==> config.mk <==
export PLATFORM = sky130hd
export DESIGN_NAME = z_count_addr_l9
export DESIGN_NICKNAME = d
export VERILOG_FILES = /design/src/rtl/l9_pkg.sv /design/src/rtl/l9_addr_calc.sv /design/src/rtl/z_count_addr_l9.sv
export SDC_FILE = /design/constraint.sdc
export NUM_CORES = 1
export LEC_CHECK = 0
export BUFFER_PORTS_ARGS = -buffer_cell sky130_fd_sc_hd__buf_2
export CAP_MARGIN = 0
export CORE_MARGIN = 5
export CORE_UTILIZATION = 35
export DETAILED_ROUTE_END_ITERATION = 10
export PLACE_DENSITY = 0.66
export SYNTH_ARGS = -nofsm -noshare
export SYNTH_HDL_FRONTEND = slang
export SYNTH_SLANG_ARGS = --single-unit
==> constraint.sdc <==
create_clock -name clk -period 2.1 [get_ports clk]
set_input_delay 0 -clock clk [delete_from_list [all_inputs] [get_ports clk]]
set_output_delay 0 -clock clk [all_outputs]
set_load 0.03 [all_outputs]
==> src/rtl/l9_pkg.sv <==
// rtl/l9_pkg.sv - shared layer-9 loop types and constants
package l9_pkg;

   // Channel-loop controller states
   typedef enum logic [1:0] {
      ST_IDLE = 2'd0,
      ST_RUN  = 2'd1,
      ST_HOLD = 2'd2,
      ST_DONE = 2'd3
   } l9_state_e;

   // Default layer-9 geometry
   localparam int L9_Z_MAX      = 8;
   localparam int L9_ROW_STRIDE = 16;

   // Encoding of the u mode input
   localparam logic [2:0] L9_U_PAUSE   = 3'd0;
   localparam logic [2:0] L9_U_STRIDE2 = 3'd1;

endpackage

==> src/rtl/l9_addr_calc.sv <==
// rtl/l9_addr_calc.sv - combinational BASE + y*ROW_STRIDE + z address, truncated to ADDR_W
module l9_addr_calc #(
   parameter int ADDR_W     = 12,
   parameter int Y_W        = 4,
   parameter int Z_W        = 3,
   parameter int ROW_STRIDE = 16,
   parameter int BASE       = 0
) (
   input  logic [Y_W-1:0]    y,
   input  logic [Z_W-1:0]    z,
   output logic [ADDR_W-1:0] addr
);

   // Arithmetic modulo 2^ADDR_W gives the same low bits as a full-width sum truncated afterwards
   always_comb begin
      addr = ADDR_W'(BASE) + (ADDR_W'(y) * ADDR_W'(ROW_STRIDE)) + ADDR_W'(z);
   end

endmodule

==> src/rtl/z_count_addr_l9.sv <==
// rtl/z_count_addr_l9.sv - layer-9 channel counter and read-address generator; define Z_COUNT_L9_PERF_EN to add stall_cnt
module z_count_addr_l9
   import l9_pkg::*;
#(
   parameter int Z_MAX      = L9_Z_MAX,
   parameter int ROW_STRIDE = L9_ROW_STRIDE,
   parameter int BASE       = 0,
   parameter int ADDR_W     = 12
) (
   input  logic                     clk,
   input  logic                     rst,
   input  logic                     start,
   input  logic [2:0]               u,
   input  logic                     temp_counter,
   input  logic                     temp_zero,
   input  logic [3:0]               y,
   input  logic                     y_zero,
   input  logic                     rd_ready,
   output logic                     rd_valid,
   output logic [ADDR_W-1:0]        rd_addr,
   output logic [$clog2(Z_MAX)-1:0] z,
   output logic                     z_zero,
   output logic                     busy,
`ifdef Z_COUNT_L9_PERF_EN
   output logic [15:0]              stall_cnt,
`endif
   output logic                     done
);

   localparam int ZW = $clog2(Z_MAX);
   localparam logic [ZW-1:0] THR_S2 = ZW'(Z_MAX - 2);
   localparam logic [ZW-1:0] THR_S1 = ZW'(Z_MAX - 1);

   l9_state_e     state_q, state_d;
   logic [ZW-1:0] z_q, z_d;
   logic          rd_valid_q, rd_valid_d;

   logic          stride2;
   logic          pause;
   logic          fire;
   logic          at_wrap;
   logic [ZW-1:0] step;
   logic [ZW-1:0] thresh;

   // Mode decode: step size and wrap threshold follow the current u, so a mode change lands on the next fire
   always_comb begin
      stride2 = (u == L9_U_STRIDE2);
      pause   = (temp_counter && !temp_zero) || (u == L9_U_PAUSE);
      fire    = rd_valid_q && rd_ready;
      step    = stride2 ? ZW'(2) : ZW'(1);
      thresh  = stride2 ? THR_S2 : THR_S1;
      at_wrap = (z_q >= thresh);
   end

   // Next state, counter and offer; an offer once raised is only withdrawn by its own fire
   always_comb begin
      state_d    = state_q;
      z_d        = z_q;
      rd_valid_d = rd_valid_q;
      z_zero     = 1'b0;
      case (state_q)
         ST_IDLE: begin
            if (start) begin
               state_d    = ST_RUN;
               z_d        = '0;
               rd_valid_d = 1'b1;
            end
         end
         ST_RUN: begin
            if (fire) begin
               z_zero = at_wrap;
               z_d    = at_wrap ? '0 : z_q + step;
            end
            if (z_zero && y_zero) begin
               state_d    = ST_DONE;
               rd_valid_d = 1'b0;
            end else if (pause && (!rd_valid_q || fire)) begin
               state_d    = ST_HOLD;
               rd_valid_d = 1'b0;
            end else begin
               rd_valid_d = 1'b1;
            end
         end
         ST_HOLD: begin
            if (!pause) begin
               state_d    = ST_RUN;
               rd_valid_d = 1'b1;
            end
         end
         ST_DONE: begin
            state_d    = ST_IDLE;
            z_d        = '0;
            rd_valid_d = 1'b0;
         end
         default: begin
            state_d    = ST_IDLE;
            z_d        = '0;
            rd_valid_d = 1'b0;
         end
      endcase
   end

   // State registers; reset drops any pending offer immediately
   always_ff @(posedge clk or posedge rst) begin
      if (rst) begin
         state_q    <= ST_IDLE;
         z_q        <= '0;
         rd_valid_q <= 1'b0;
      end else begin
         state_q    <= state_d;
         z_q        <= z_d;
         rd_valid_q <= rd_valid_d;
      end
   end

   assign rd_valid = rd_valid_q;
   assign z        = z_q;
   assign busy     = (state_q != ST_IDLE);
   assign done     = (state_q == ST_DONE);

   l9_addr_calc #(
      .ADDR_W     (ADDR_W),
      .Y_W        (4),
      .Z_W        (ZW),
      .ROW_STRIDE (ROW_STRIDE),
      .BASE       (BASE)
   ) u_addr_calc (
      .y    (y),
      .z    (z_q),
      .addr (rd_addr)
   );

`ifdef Z_COUNT_L9_PERF_EN
   logic [15:0] stall_cnt_q, stall_cnt_d;

   // Saturating count of cycles where an offer waits on the memory; a new pass starts from zero
   always_comb begin
      stall_cnt_d = stall_cnt_q;
      if ((state_q == ST_IDLE) && start) begin
         stall_cnt_d = '0;
      end else if (rd_valid_q && !rd_ready && (stall_cnt_q != 16'hFFFF)) begin
         stall_cnt_d = stall_cnt_q + 16'd1;
      end
   end

   // Stall counter register
   always_ff @(posedge clk or posedge rst) begin
      if (rst) begin
         stall_cnt_q <= '0;
      end else begin
         stall_cnt_q <= stall_cnt_d;
      end
   end

   assign stall_cnt = stall_cnt_q;
`endif

endmodule

==> Word-level counts from Yosys, hierarchy flattened <==
Index checks and enable logic that the tools add are counted.
W data, S select, Z words.
{ "classes": {"eq_ne": 8, "reduce_logical": 15, "mux": 19, "magnitude_cmp": 1, "n_addsub": 2} }
{ "op_table": {"columns": ["cell", "count"], "rows": [
  ["$mux W2", 5],
  ["$add A8 B3 Y9", 1],
  ["$mux W3", 3],
  ["$pmux W3 S3", 1],
  ["$mux W1", 8],
  ["$pmux W2 S4", 1],
  ["$ne A2 B2 Y1 const B", 3],
  ["$reduce_and A3 Y1", 2],
  ["$eq A2 B2 Y1 const B", 2],
  ["$logic_and A1 B1 Y1", 4],
  ["$pmux W1 S4", 1],
  ["$add A3 B2 Y3", 1],
  ["$eq A3 B1 Y1 const B", 1],
  ["$ge A3 B3 Y1", 1],
  ["$logic_not A3 Y1", 1],
  ["$ne A3 B3 Y1 const B", 1],
  ["$reduce_bool A3 Y1", 1],
  ["$eq A2 B1 Y1 const B", 1],
  ["$logic_not A1 Y1", 2],
  ["$logic_not A2 Y1", 1],
  ["$logic_or A1 B1 Y1", 2],
  ["$reduce_and A2 Y1", 1],
  ["$reduce_bool A2 Y1", 1]
]} }
{ "word_totals": {"register_bits": 6, "word_cells": 48, "inputBits": 14} }

==> Depth between registers and ports, before layout <==
{ "depth": {"ltp_word": 8, "depth_mapped": 7} }

==> By module <==
From an unflattened synthesis, not the netlist that was laid out.
{ "unflattened": {"hier_cells": 70, "area_unflattened_um2": 628.1} }
{ "by_module_without_submodules": {"columns": ["mod", "n_inst", "area_each_um2", "cells_each"], "rows": [
  ["z_count_addr_l9", 1, 534.3, 57],
  ["l9_addr_calc", 1, 93.8, 13]
]} }

==> Worst setup path after synthesis <==
Ideal clock, no wire load.
{ "synth_path": {"kind": "flip-flop to flip-flop", "startpoint": "register z_q[0], in the netlist z[0]", "endpoint": "register state_q[0]", "stages_incl_launch_ff": 7, "setup_slack_ns": 0.311, "period_less_slack_ns": 1.789, "arrival_ns": 1.663, "n_path_buf": 0, "required_time_ns": 1.974, "path_cell_list": "dfrtp_1 inv_1 ha_1 nand2b_1 and4_1 a31o_2 o32a_1"} }
{ "synth_via": {"elab_chain_cells": 6, "word_cells_on_any_way": 8, "cone_classes": "order compare: 1; eq/ne: 1; mux: 4; reduce/logical: 2"} }
{ "synth_lines": {"columns": ["element", "line", "source"], "rows": [
  ["start, declared", "z_count_addr_l9.sv:35", "logic [ZW-1:0] z_q, z_d;"],
  ["start signal, assigned", "z_count_addr_l9.sv:111", "z_q <= z_d;"],
  ["$ge A3 B3 Y1 *", "z_count_addr_l9.sv:52", "at_wrap = (z_q >= thresh);"],
  ["$mux W1 *", "z_count_addr_l9.sv:70", "if (fire) begin"],
  ["$mux W1 *", "z_count_addr_l9.sv:61", "case (state_q)"],
  ["$logic_and A1 B1 Y1 *", "z_count_addr_l9.sv:74", "if (z_zero && y_zero) begin"],
  ["$mux W2 or $ne A3 B3 Y1 (tied branches)", null, null],
  ["$pmux W2 S4 or $reduce_and A3 Y1 (tied branches)", null, null],
  ["end signal, assigned", "z_count_addr_l9.sv:110", "state_q <= state_d;"],
  ["end, declared", "z_count_addr_l9.sv:34", "l9_state_e state_q, state_d;"]
]} }
Mark *: on every way between the ends. The rest lies on a longest branch, timed or not. The select of a mux whose other input is x is not followed.
A chain may end at the register's enable or synchronous reset.

==> Final worst setup path <==
{ "layout_path": {"startpoint": "register state_q[0]", "endpoint": "register state_q[0]"} }
{ "layout_via": {"elab_chain_cells": 3, "word_cells_on_any_way": 9, "cone_classes": "eq/ne: 6; mux: 1; reduce/logical: 2"} }
{ "layout_lines": {"columns": ["element", "line"], "rows": [
  ["$eq A2 B1 Y1 (tied with other cells)", "z_count_addr_l9.sv:61"],
  ["$ne A3 B3 Y1 (no line) or $ne A2 B2 Y1 (tied branches)", null],
  ["$reduce_and A3 Y1 (no line)", null]
]} }
Parallel ways exist; a longest one is shown, timed or not.

==> impl_metrics.ini <==
[run_status]
status = complete, no violations

[global_routing]
grt_overflow_total = 0
first_global_vias = 467
grt_usage_pct = 9.68
grt_pass1_wl_um = 1950
antenna_found_initial = 0
grt_max_degree = 13

[cts]
htree_levels = 1
cts_setup_buffers = 0
numCtsBuffers = 3
clkSinkCount = 6
path_clk_slew_ns = 0.04
clk_latency_ns = 0.25
tritoncts = done
cts.path.max_buffers = 2
cts_root_buf = clkbuf_4

[power_and_ir_drop]
leakage_nw = 0.360
p_per_area_nw_per_um2 = 1240
combinationalPowerShare_pct = 63.8
internal_power_w = 0.000429
p_seq_share_pct = 23.7
p_sw_share_pct = 51.3
ir_drop_v = 0.000592
p_total_w = 0.000881
p_sw_w = 0.000452
p_clk_share_pct = 12.5

[setup_path]
path_cells = inv_1 > ha_1 > or4b_4 > o211ai_4 > a211oi_2 > o32a_1
worstSetupStartpointType = flop
reg2reg_depth = 6
rrSetupSlack_ns = 0.30
critPathMaxStageDelay_ns = 0.48
timing.rr.end = state_q[0]
critPathSlowestCell = or4b_4
worstSetupPathType = flop to flop
reg2reg_from = state_q[0]
critPathLaunch = state_q[0]
worstSetupEndpointType = flop
cp_data_arrival_time_ns = 1.92
cp-endpoint = state_q[0]
required_ns = 2.23
path_max_fanout = 5

[drt]
wirelength_um = 1230
route.detailed.drc = 0
dr.pass1.iters = 4
wl_per_cell_um = 11.2
routed_via_density = 4.71
final_antenna_net_count = 0
num_vias = 513
drt_iter0_markers = 1

[yosys]
ys_seq_elements = 6
syn-cell-area_um2 = 628
syn_inst = 70
syn_avg_cell_area_um2 = 8.97
ys_warn_count = 0
synth_cell_types = 31
ys_seq_area_share_pct = 23.9

[timing]
fmax_mhz = 556
setup_violations = 0
slew_headroom_pct = 65.0
finalSetupTns_ns = 0
final-max-slew-violation-count = 0
skew_ns = 0.00588
post-route-period-util_pct = 85.6
fin_crit_ns = 1.80
hold_viol = 0
fin_ws_ns = 0.302
rsz0062_at_grt = false
worst_slew_pin_slew_ns = 0.520

[place]
dp_cells = 105
port_buffers = 19
post-place-ws_ns = 0.305
place.gp.congestion = 0.838
dpl.hpwl_um = 1000

[floorplanning]
die_width_um = 52.4
rows = 15
die_h_um = 52.4
die_area_um2 = 2740
ioPinCount = 33
start_util_pct = 36.8
core-area_um2 = 1710

[final_layout]
nets = 107
drive_gt1_share_pct = 35.7
finalNonFillerCells = 109
num_antenna_cells = 0
final_core_util_pct = 41.5
area_delta_synth_final_pct = 12.7

[min_path]
hold_depth = 0
min_path_type = input port to primary output

[flow_run]
cap_violations = 0
[synthesized netlist by cell type]
cell type   n  area share [%]
o311ai_0    1             1.4
nor2_1      3             1.8
o21ai_0     2             1.6
or2b_2      1             1.4
fa_1        1             3.2
a211oi_2    1             2.0
o31a_2      1             1.6
a31oi_1     1             1.0
o32a_1      1             1.6
buf_4      12              14
conb_1      1            0.60
nand2b_1    2             2.0
and3_1      2             2.0
or4b_4      1             2.2
nand2_1     6             3.6
inv_1       8             4.8
dfrtp_1     6              24
a31o_2      1             1.4
nand3_1     1            0.80
mux2_2      1             1.8
o221ai_1    1             1.4
o31ai_1     1             1.2
and2_1      1             1.0
o22a_2      1             1.6
o211ai_4    1             3.4
nor2b_1     1             1.0
and4_1      1             1.4
mux2i_1     1             1.6
ha_1        6              12
nand4_1     2             2.0
clkbuf_1    1            0.60
[worst max-delay path: cells and delay by family (launching register included)]
kind | cells | cell delay [ns]
compound gates | 3 | 0.54
fa+ha+maj | 1 | 0.16
buf+inv | 1 | 0.09
flops | 1 | 0.40
simple gates | 1 | 0.48
[timing repair]
action,4_1_cts,5_1_grt
endpoints found under the setup margin,0,0
gates resized for setup,0,0
hold buffers,1,0
endpoints found under the hold margin,6,0
[registers in the layout (all words and copies together), names as in the netlist]
signal and cells:
z 3, state_q 2, rd_valid 1
[how the worst min path moves through the flow]
stage                     start    endpoint  slack [ns]
after floorplan             rst    rd_valid       -0.21
after global placement      rst    rd_valid       -0.07
after detailed placement    rst    rd_valid       -0.07
after CTS                  y[1]  rd_addr[5]      0.0002
after global routing       y[2]  rd_addr[6]     0.00007
final                      y[2]  rd_addr[6]     0.00001
[cell usage in the layout, fill, tap and decap left out, drive strengths merged, types with 2 or more instances in the layout]
cell type	instances
inv	8
dfrtp	6
o21ai	2
ha	6
nand2	6
and3	2
buf	19
nor2	3
nand4	2
conb	5
nand2b	2
clkbuf	3
[power groups by stage]
stage / sequential, W / clock (W) / combinational [W]
CTS: 0.000210 / 0.000114 / 0.000567
global route: 0.000219 / 0.000121 / 0.000619
finish: 0.000209 / 0.000110 / 0.000562
global placement: 0.000210 / 0 / 0.000558
floorplan: 0.000261 / 0 / 0.000426
detailed placement: 0.000212 / 0 / 0.000561
[cells by family after synthesis]
group	after synthesis	share of synthesized area [%]
buffers and inverters	21	19.7
AND/OR/NAND/NOR	21	19.1
AO/OA/AOI/OAI	12	18.1
adder cells (fa/ha/maj)	7	15.1
flip-flops	6	23.9
multiplexers	2	3.39
other	1	0.597
[area by class of cell]
cell class                 count  area [um2]
clock buffer                   3        22.5
inverter                       8        30.0
sequential                     6         150
tap                           25        31.3
multi-input combinational     47         369
fill                         186        1000
timing repair buffer          20         105
[through the flow]
stage / instance area (um2) / hold slack [ns]
floorplan: 643 / -0.209
global placement: 676 / -0.0687
detailed placement: 676 / -0.0660
CTS: 708 / 0.000222
global route: 708 / 0.0000684
finish: 708 / 0.0000132
[routing by layer]
metal,track usage [%],share of wire [%],vias to the layer above,wire length [um]
met5,0,0,-,0
met4,1.28,0,0,0
met3,6.84,11,0,134
met2,15.3,50,24,616
met1,10.8,39,236,473
li1,-,-,253,-
Note: power is estimated with default switching activity, not from simulation.
